==> src/rtl/spi_ll_pkg.sv <==
// Shared definitions for the byte-level SPI master: state encoding and startup length.
// Latency: n/a (types and constants only).
// Backpressure: n/a.
package spi_ll_pkg;

   typedef enum logic [1:0] {
      IDLE    = 2'd0,
      SHIFT   = 2'd1,
      HOLD    = 2'd2,
      STARTUP = 2'd3
   } state_t;

   // Number of full SCK cycles clocked out with CS high after reset
   // when the startup sequence is compiled in.
   localparam int STARTUP_SCK_CYCLES = 80;

endpackage

==> src/rtl/spi_ll_byte_ckgen.sv <==
// SCK divider: one-cycle tick every N+1 clocks, counter reloads to N on each tick.
// Latency: first tick N+1 clocks after restart is released.
// Backpressure: none; free-running, restart re-phases the count.
module spi_ckgen (
   input  logic       i_clk,
   input  logic [7:0] i_n,
   input  logic       i_restart,
   output logic       o_tick
);

   logic [7:0] r_cnt;

   // A restart always wins so the first half-period after it is a full N+1 clocks.
   assign o_tick = (r_cnt == 8'd0) && !i_restart;

   // Down-counter: reload on restart or on the tick, otherwise count down.
   always_ff @(posedge i_clk) begin
      if (i_restart || (r_cnt == 8'd0)) begin
         r_cnt <= i_n;
      end else begin
         r_cnt <= r_cnt - 8'd1;
      end
   end

endmodule

==> src/rtl/spi_ll_byte.sv <==
// SPI mode-0 byte shifter with CS hold between bytes; optional 80-cycle SCK startup (SPI_STARTUP_EN).
// Latency: o_stb 16*(N+1)+1 clocks after the accept cycle; CS released N+1 clocks after o_stb if idle.
// Backpressure: i_stb accepted only when !o_busy (IDLE or HOLD); o_busy stays high for the whole byte.
module spi_ll_byte
   import spi_ll_pkg::*;
(
   input  logic       i_clk,
   input  logic       i_reset,
   input  logic [7:0] i_ckspd,
   input  logic       i_stb,
   input  logic [7:0] i_byte,
   output logic       o_busy,
   output logic       o_stb,
   output logic [7:0] o_byte,
   output logic       o_sck,
   output logic       o_cs_n,
   output logic       o_mosi,
   input  logic       i_miso
);

`ifdef SPI_STARTUP_EN
   localparam state_t RST_STATE = STARTUP;
   localparam logic   RST_BUSY  = 1'b1;
`else
   localparam state_t RST_STATE = IDLE;
   localparam logic   RST_BUSY  = 1'b0;
`endif

   state_t     r_state, w_state_nxt;
   logic       r_sck, r_cs_n, r_mosi, r_stb, r_busy;
   logic       w_sck_nxt, w_cs_n_nxt, w_mosi_nxt, w_stb_nxt, w_busy_nxt;
   logic [7:0] r_byte, r_tx, r_rx, r_n;
   logic [7:0] w_byte_nxt, w_tx_nxt, w_rx_nxt, w_n_nxt;
   logic [2:0] r_bit, w_bit_nxt;
`ifdef SPI_STARTUP_EN
   logic [6:0] r_su_cnt, w_su_cnt_nxt;
`endif

   logic       w_accept, w_restart, w_tick, w_rise, w_fall;
   logic [7:0] w_n;

   // The divider value is taken live on restart and from the latched copy otherwise,
   // so N cannot change in the middle of a byte.
   assign w_accept  = i_stb && !r_busy && ((r_state == IDLE) || (r_state == HOLD));
   assign w_restart = i_reset || w_accept;
   assign w_n       = w_restart ? i_ckspd : r_n;
   assign w_rise    = w_tick && !r_sck;
   assign w_fall    = w_tick && r_sck;

   spi_ckgen u_ckgen (
      .i_clk     (i_clk),
      .i_n       (w_n),
      .i_restart (w_restart),
      .o_tick    (w_tick)
   );

   // State register.
   always_ff @(posedge i_clk) begin
      if (i_reset) begin
         r_state <= RST_STATE;
      end else begin
         r_state <= w_state_nxt;
      end
   end

   // Next-state and next-output logic; every output is registered below.
   always_comb begin
      w_state_nxt = r_state;
      w_sck_nxt   = r_sck;
      w_cs_n_nxt  = r_cs_n;
      w_mosi_nxt  = r_mosi;
      w_stb_nxt   = 1'b0;
      w_busy_nxt  = r_busy;
      w_byte_nxt  = r_byte;
      w_tx_nxt    = r_tx;
      w_rx_nxt    = r_rx;
      w_n_nxt     = r_n;
      w_bit_nxt   = r_bit;
`ifdef SPI_STARTUP_EN
      w_su_cnt_nxt = r_su_cnt;
`endif
      case (r_state)
         IDLE, HOLD: begin
            if (w_accept) begin
               w_state_nxt = SHIFT;
               w_busy_nxt  = 1'b1;
               w_cs_n_nxt  = 1'b0;
               w_sck_nxt   = 1'b0;
               w_mosi_nxt  = i_byte[7];
               w_tx_nxt    = i_byte;
               w_n_nxt     = i_ckspd;
               w_bit_nxt   = 3'd0;
            end else if ((r_state == HOLD) && w_tick) begin
               w_state_nxt = IDLE;
               w_cs_n_nxt  = 1'b1;
            end
         end
         SHIFT: begin
            if (w_rise) begin
               w_sck_nxt = 1'b1;
               w_rx_nxt  = {r_rx[6:0], i_miso};
            end
            if (w_fall) begin
               w_sck_nxt = 1'b0;
               if (r_bit == 3'd7) begin
                  // Last falling edge: hand the byte out and park in HOLD with CS low.
                  w_bit_nxt   = 3'd0;
                  w_state_nxt = HOLD;
                  w_stb_nxt   = 1'b1;
                  w_byte_nxt  = r_rx;
                  w_busy_nxt  = 1'b0;
                  w_mosi_nxt  = 1'b1;
               end else begin
                  w_bit_nxt  = r_bit + 3'd1;
                  w_tx_nxt   = {r_tx[6:0], 1'b0};
                  w_mosi_nxt = r_tx[6];
               end
            end
         end
`ifdef SPI_STARTUP_EN
         STARTUP: begin
            if (w_tick) begin
               w_sck_nxt = !r_sck;
            end
            if (w_fall) begin
               if (r_su_cnt == 7'(STARTUP_SCK_CYCLES - 1)) begin
                  w_su_cnt_nxt = 7'd0;
                  w_state_nxt  = IDLE;
                  w_busy_nxt   = 1'b0;
               end else begin
                  w_su_cnt_nxt = r_su_cnt + 7'd1;
               end
            end
         end
`endif
         default: begin
            w_state_nxt = IDLE;
            w_busy_nxt  = 1'b0;
            w_cs_n_nxt  = 1'b1;
            w_sck_nxt   = 1'b0;
            w_mosi_nxt  = 1'b1;
         end
      endcase
   end

   // Output and datapath registers; reset aborts any byte without a strobe.
   always_ff @(posedge i_clk) begin
      if (i_reset) begin
         r_sck  <= 1'b0;
         r_cs_n <= 1'b1;
         r_mosi <= 1'b1;
         r_stb  <= 1'b0;
         r_busy <= RST_BUSY;
         r_byte <= 8'hff;
         r_tx   <= 8'h00;
         r_rx   <= 8'h00;
         r_n    <= i_ckspd;
         r_bit  <= 3'd0;
`ifdef SPI_STARTUP_EN
         r_su_cnt <= 7'd0;
`endif
      end else begin
         r_sck  <= w_sck_nxt;
         r_cs_n <= w_cs_n_nxt;
         r_mosi <= w_mosi_nxt;
         r_stb  <= w_stb_nxt;
         r_busy <= w_busy_nxt;
         r_byte <= w_byte_nxt;
         r_tx   <= w_tx_nxt;
         r_rx   <= w_rx_nxt;
         r_n    <= w_n_nxt;
         r_bit  <= w_bit_nxt;
`ifdef SPI_STARTUP_EN
         r_su_cnt <= w_su_cnt_nxt;
`endif
      end
   end

   assign o_sck  = r_sck;
   assign o_cs_n = r_cs_n;
   assign o_mosi = r_mosi;
   assign o_stb  = r_stb;
   assign o_busy = r_busy;
   assign o_byte = r_byte;

endmodule
==> config.mk <==
export PLATFORM = sky130hd
export DESIGN_NAME = spi_ll_byte
export DESIGN_NICKNAME = d
export VERILOG_FILES = /design/src/rtl/spi_ll_pkg.sv /design/src/rtl/spi_ll_byte_ckgen.sv /design/src/rtl/spi_ll_byte.sv
export SDC_FILE = /design/constraint.sdc
export NUM_CORES = 1
export LEC_CHECK = 0
export CAP_MARGIN = 25
export CORE_ASPECT_RATIO = 0.75
export CORE_MARGIN = 3
export CORE_UTILIZATION = 50
export CTS_CLUSTER_SIZE = 8
export DETAILED_ROUTE_END_ITERATION = 12
export PLACE_DENSITY = 0.77
export REMOVE_ABC_BUFFERS = 1
export SLEW_MARGIN = 20
export SYNTH_ARGS = -nofsm -noshare
export SYNTH_HDL_FRONTEND = slang
export SYNTH_SLANG_ARGS = --single-unit
export TNS_END_PERCENT = 30
==> constraint.sdc <==
create_clock -name i_clk -period 2.7 [get_ports i_clk]
set_input_delay 0.27 -clock i_clk [delete_from_list [all_inputs] [get_ports i_clk]]
set_output_delay 0.27 -clock i_clk [all_outputs]
set_load 0.03 [all_outputs]
==> impl_metrics.yaml <==
setup_path:
  cp.depth: 7
  path_buf_inv: 2
  crit_type: "register to register"
  arrival_ns: 2.45
  cp_cell_sequence: "inv_1, ha_1, or3b_2, or4_4, inv_2, nand2_1, nand3_1"
  crit_fanout: 13
  critPathLaunchType: "register"
  cp-end-kind: "register"
  slowest_delay_ns: 0.66
  cp-endpoint: "o_byte[0]"
  reg2reg_slack_ns: 0.50
  rr_endpoint: "o_byte[0]"
  path_delay_family: "simple AND/OR/NAND/NOR gates"
  cp_slowest_cell: "or4_4"
  crit_start: "u_ckgen.r_cnt[0]"
  ff2ff_path_depth: 7
  r2r-start: "u_ckgen.r_cnt[0]"
  worst_ep_required_time_ns: 2.94
place:
  dp_hpwl_mm: 3.23
  place_congestion: 0.824
  numPortBuffers: 32
  place_ws_ns: 0.515
  place_area_um2: 2510
drt:
  drt_iter0_markers: 106
  wl_mm: 4.56
  drc: 0
  ant_nets: 0
  num_vias: 1751
  drt-pass1-iter-count: 4
  routed_via_density: 5.44
  routedWlPerCell_um: 14.2
timing:
  fin_crit_ns: 2.20
  post-route-period-util: 0.815
  rsz0062_at_grt: "no"
  slew-limit-headroom: 0.658
  setup_violations: 0
  fin_ws_ns: 0.499
  tns_ns: 0
  slew_viol_final: 0
  clock.fmax_mhz: 454
  final.setup_skew_ns: 0.00587
  hold_viol_final: 0
  tightest_slew_ns: 0.509
synth:
  yosys_warnings: 0
  synthTopCellsByCount: "dfxtp_1, nand2_1, a21oi_1, nor2_1, o21ai_0"
  synth.top_cell.area_share: 0.385
  synth_edf_count: 8
  post-synth-top-count-cell: "dfxtp_1"
  yosysUniqueCellTypes: 44
  synth_area_leader_cell: "dfxtp_1"
  synth-async-reset-ratio: 0
  yosysSeqAreaShare: 0.498
  synth-seq-cells: 49
  synth-main-ff-cell: "dfxtp_1"
  mappedNetlistArea_um2: 2130
  ys_top_cells_by_area: "dfxtp_1, edfxtp_1, a21oi_1, nand2_1, nor2_1"
  avgSynthCellArea_um2: 9.07
  synthCells: 235
cts:
  clockBufferDepth: 2
  cts_tree: "done"
  clkTransAtPathRegs_ns: 0.09
  clk-insertion-delay-late_ns: 0.30
  postCtsHoldBufs: 0
  clock_sinks: 49
  post_cts_buffers: 0
  cts_made_buffers: 5
  ctsRootBufferMaster: "clkbuf_8"
  cts_resized: 0
  h-tree-depth: 2
power:
  peakVddDrop_v: 0.000361
  power_density_nw_per_um2: 599
  finalPower_uw: 1570
  power_leakage_uw: 0.00107
floorplan:
  start_util: 0.550
  fp.dieW_um: 81.4
  row_count: 19
  die-area_um2: 5090
  ios: 33
  die_y_um: 62.6
  fp.coreArea_um2: 3870
layout:
  drive_gt1_frac: 0.0852
  fin_area_um2: 2630
  final_util: 0.677
  n_antenna_cell: 0
  layout.nets: 293
  syn2layout_area_growth_pct: 23.1
global_route:
  grt_pass1_wl_mm: 7.90
  antenna_found_initial: 0
  overflow: 0
  grt_usage: 0.197
  grt_pass1_vias: 1636
  grt_max_degree: 25
worst_hold_path:
  hold_path.class: "register to register"
run:
  maxCapViolCount: 0
outcome:
  outcome: "complete, no violations"
-- cell type report --
type | instances | area (um^2)
multi-input combinational | 167 | 990
tap | 52 | 65.1
clock inverter | 2 | 16.3
timing repair buffer | 39 | 373
fill | 333 | 1250
sequential | 49 | 1060
inverter | 7 | 26.3
clock buffer | 6 | 93.8
-- worst min-delay path: cells and delay by family (launching register included) --
kind,cells,cell delay (ns)
DFF,1,0.32
and+or+nand+nor,1,0.06
AOI/OAI and AO/OA,1,0.05
-- sequential cells by signal (all words and copies together), names as in the netlist, 2 cells and up --
signal	count
o_byte	8
r_n	8
r_state	2
r_tx	7
u_ckgen.r_cnt	8
r_bit	3
r_rx	8
-- cell families (layout without fill, tap and decap cells) --
kind of cell	after synthesis	after routing	share of synthesized area
multiplexers	10	10	0.0475
AND/OR/NAND/NOR	86	86	0.201
adder cells (fa/ha/maj)	4	4	0.0235
flip-flops	49	49	0.498
XOR/XNOR	2	2	0.00822
AO/OA/AOI/OAI	65	65	0.184
buffers and inverters	19	54	0.0381
-- metal layers --
layer,share of wire,track usage
met5,0,0
met4,0.0042,0.0506
met3,0.045,0.0533
met2,0.43,0.282
met1,0.52,0.291
-- how the worst min path moves through the flow --
stage                    from         to  depth (start not counted)  slack [ns]
floorplan             i_reset   r_bit[0]                          1        0.34
global placement    o_byte[6]  o_byte[6]                          2        0.46
detailed placement   r_bit[1]   r_bit[1]                          2        0.46
CTS                  r_bit[1]   r_bit[1]                          2        0.47
global route         r_bit[1]   r_bit[1]                          2        0.50
finish               r_bit[1]   r_bit[1]                          2        0.48
-- report_power, final --
group	total, uW	internal (uW)	switching [uW]
logic	251	118	133
clock network	491	240	250
registers	832	788	43.9
total	1570	1150	428
-- cell usage in the layout (no fill, tap or decap), types with 2 or more instances in the layout --
cell	instances
dfxtp_1	41
clkdlybuf4s50_1	32
nand2_1	31
nor2_1	25
a21oi_1	25
o21ai_0	18
mux2i_1	9
edfxtp_1	8
nand3_1	7
buf_4	7
inv_1	6
a211o_1	6
clkbuf_8	5
nor3_1	4
ha_1	4
nand4_1	3
or3b_2	2
or4_4	2
o211ai_1	2
o31ai_1	2
nor2b_1	2
nand3b_1	2
o21a_1	2
a31oi_1	2
-- metrics by stage --
step,instances,hold WS (ns)
2_1_floorplan,223,0.339
3_3_place_gp,314,0.459
3_5_place_dp,314,0.463
4_1_cts,322,0.475
5_1_grt,322,0.500
6_report,322,0.477
No activity file was read; power rests on OpenSTA's default activity.
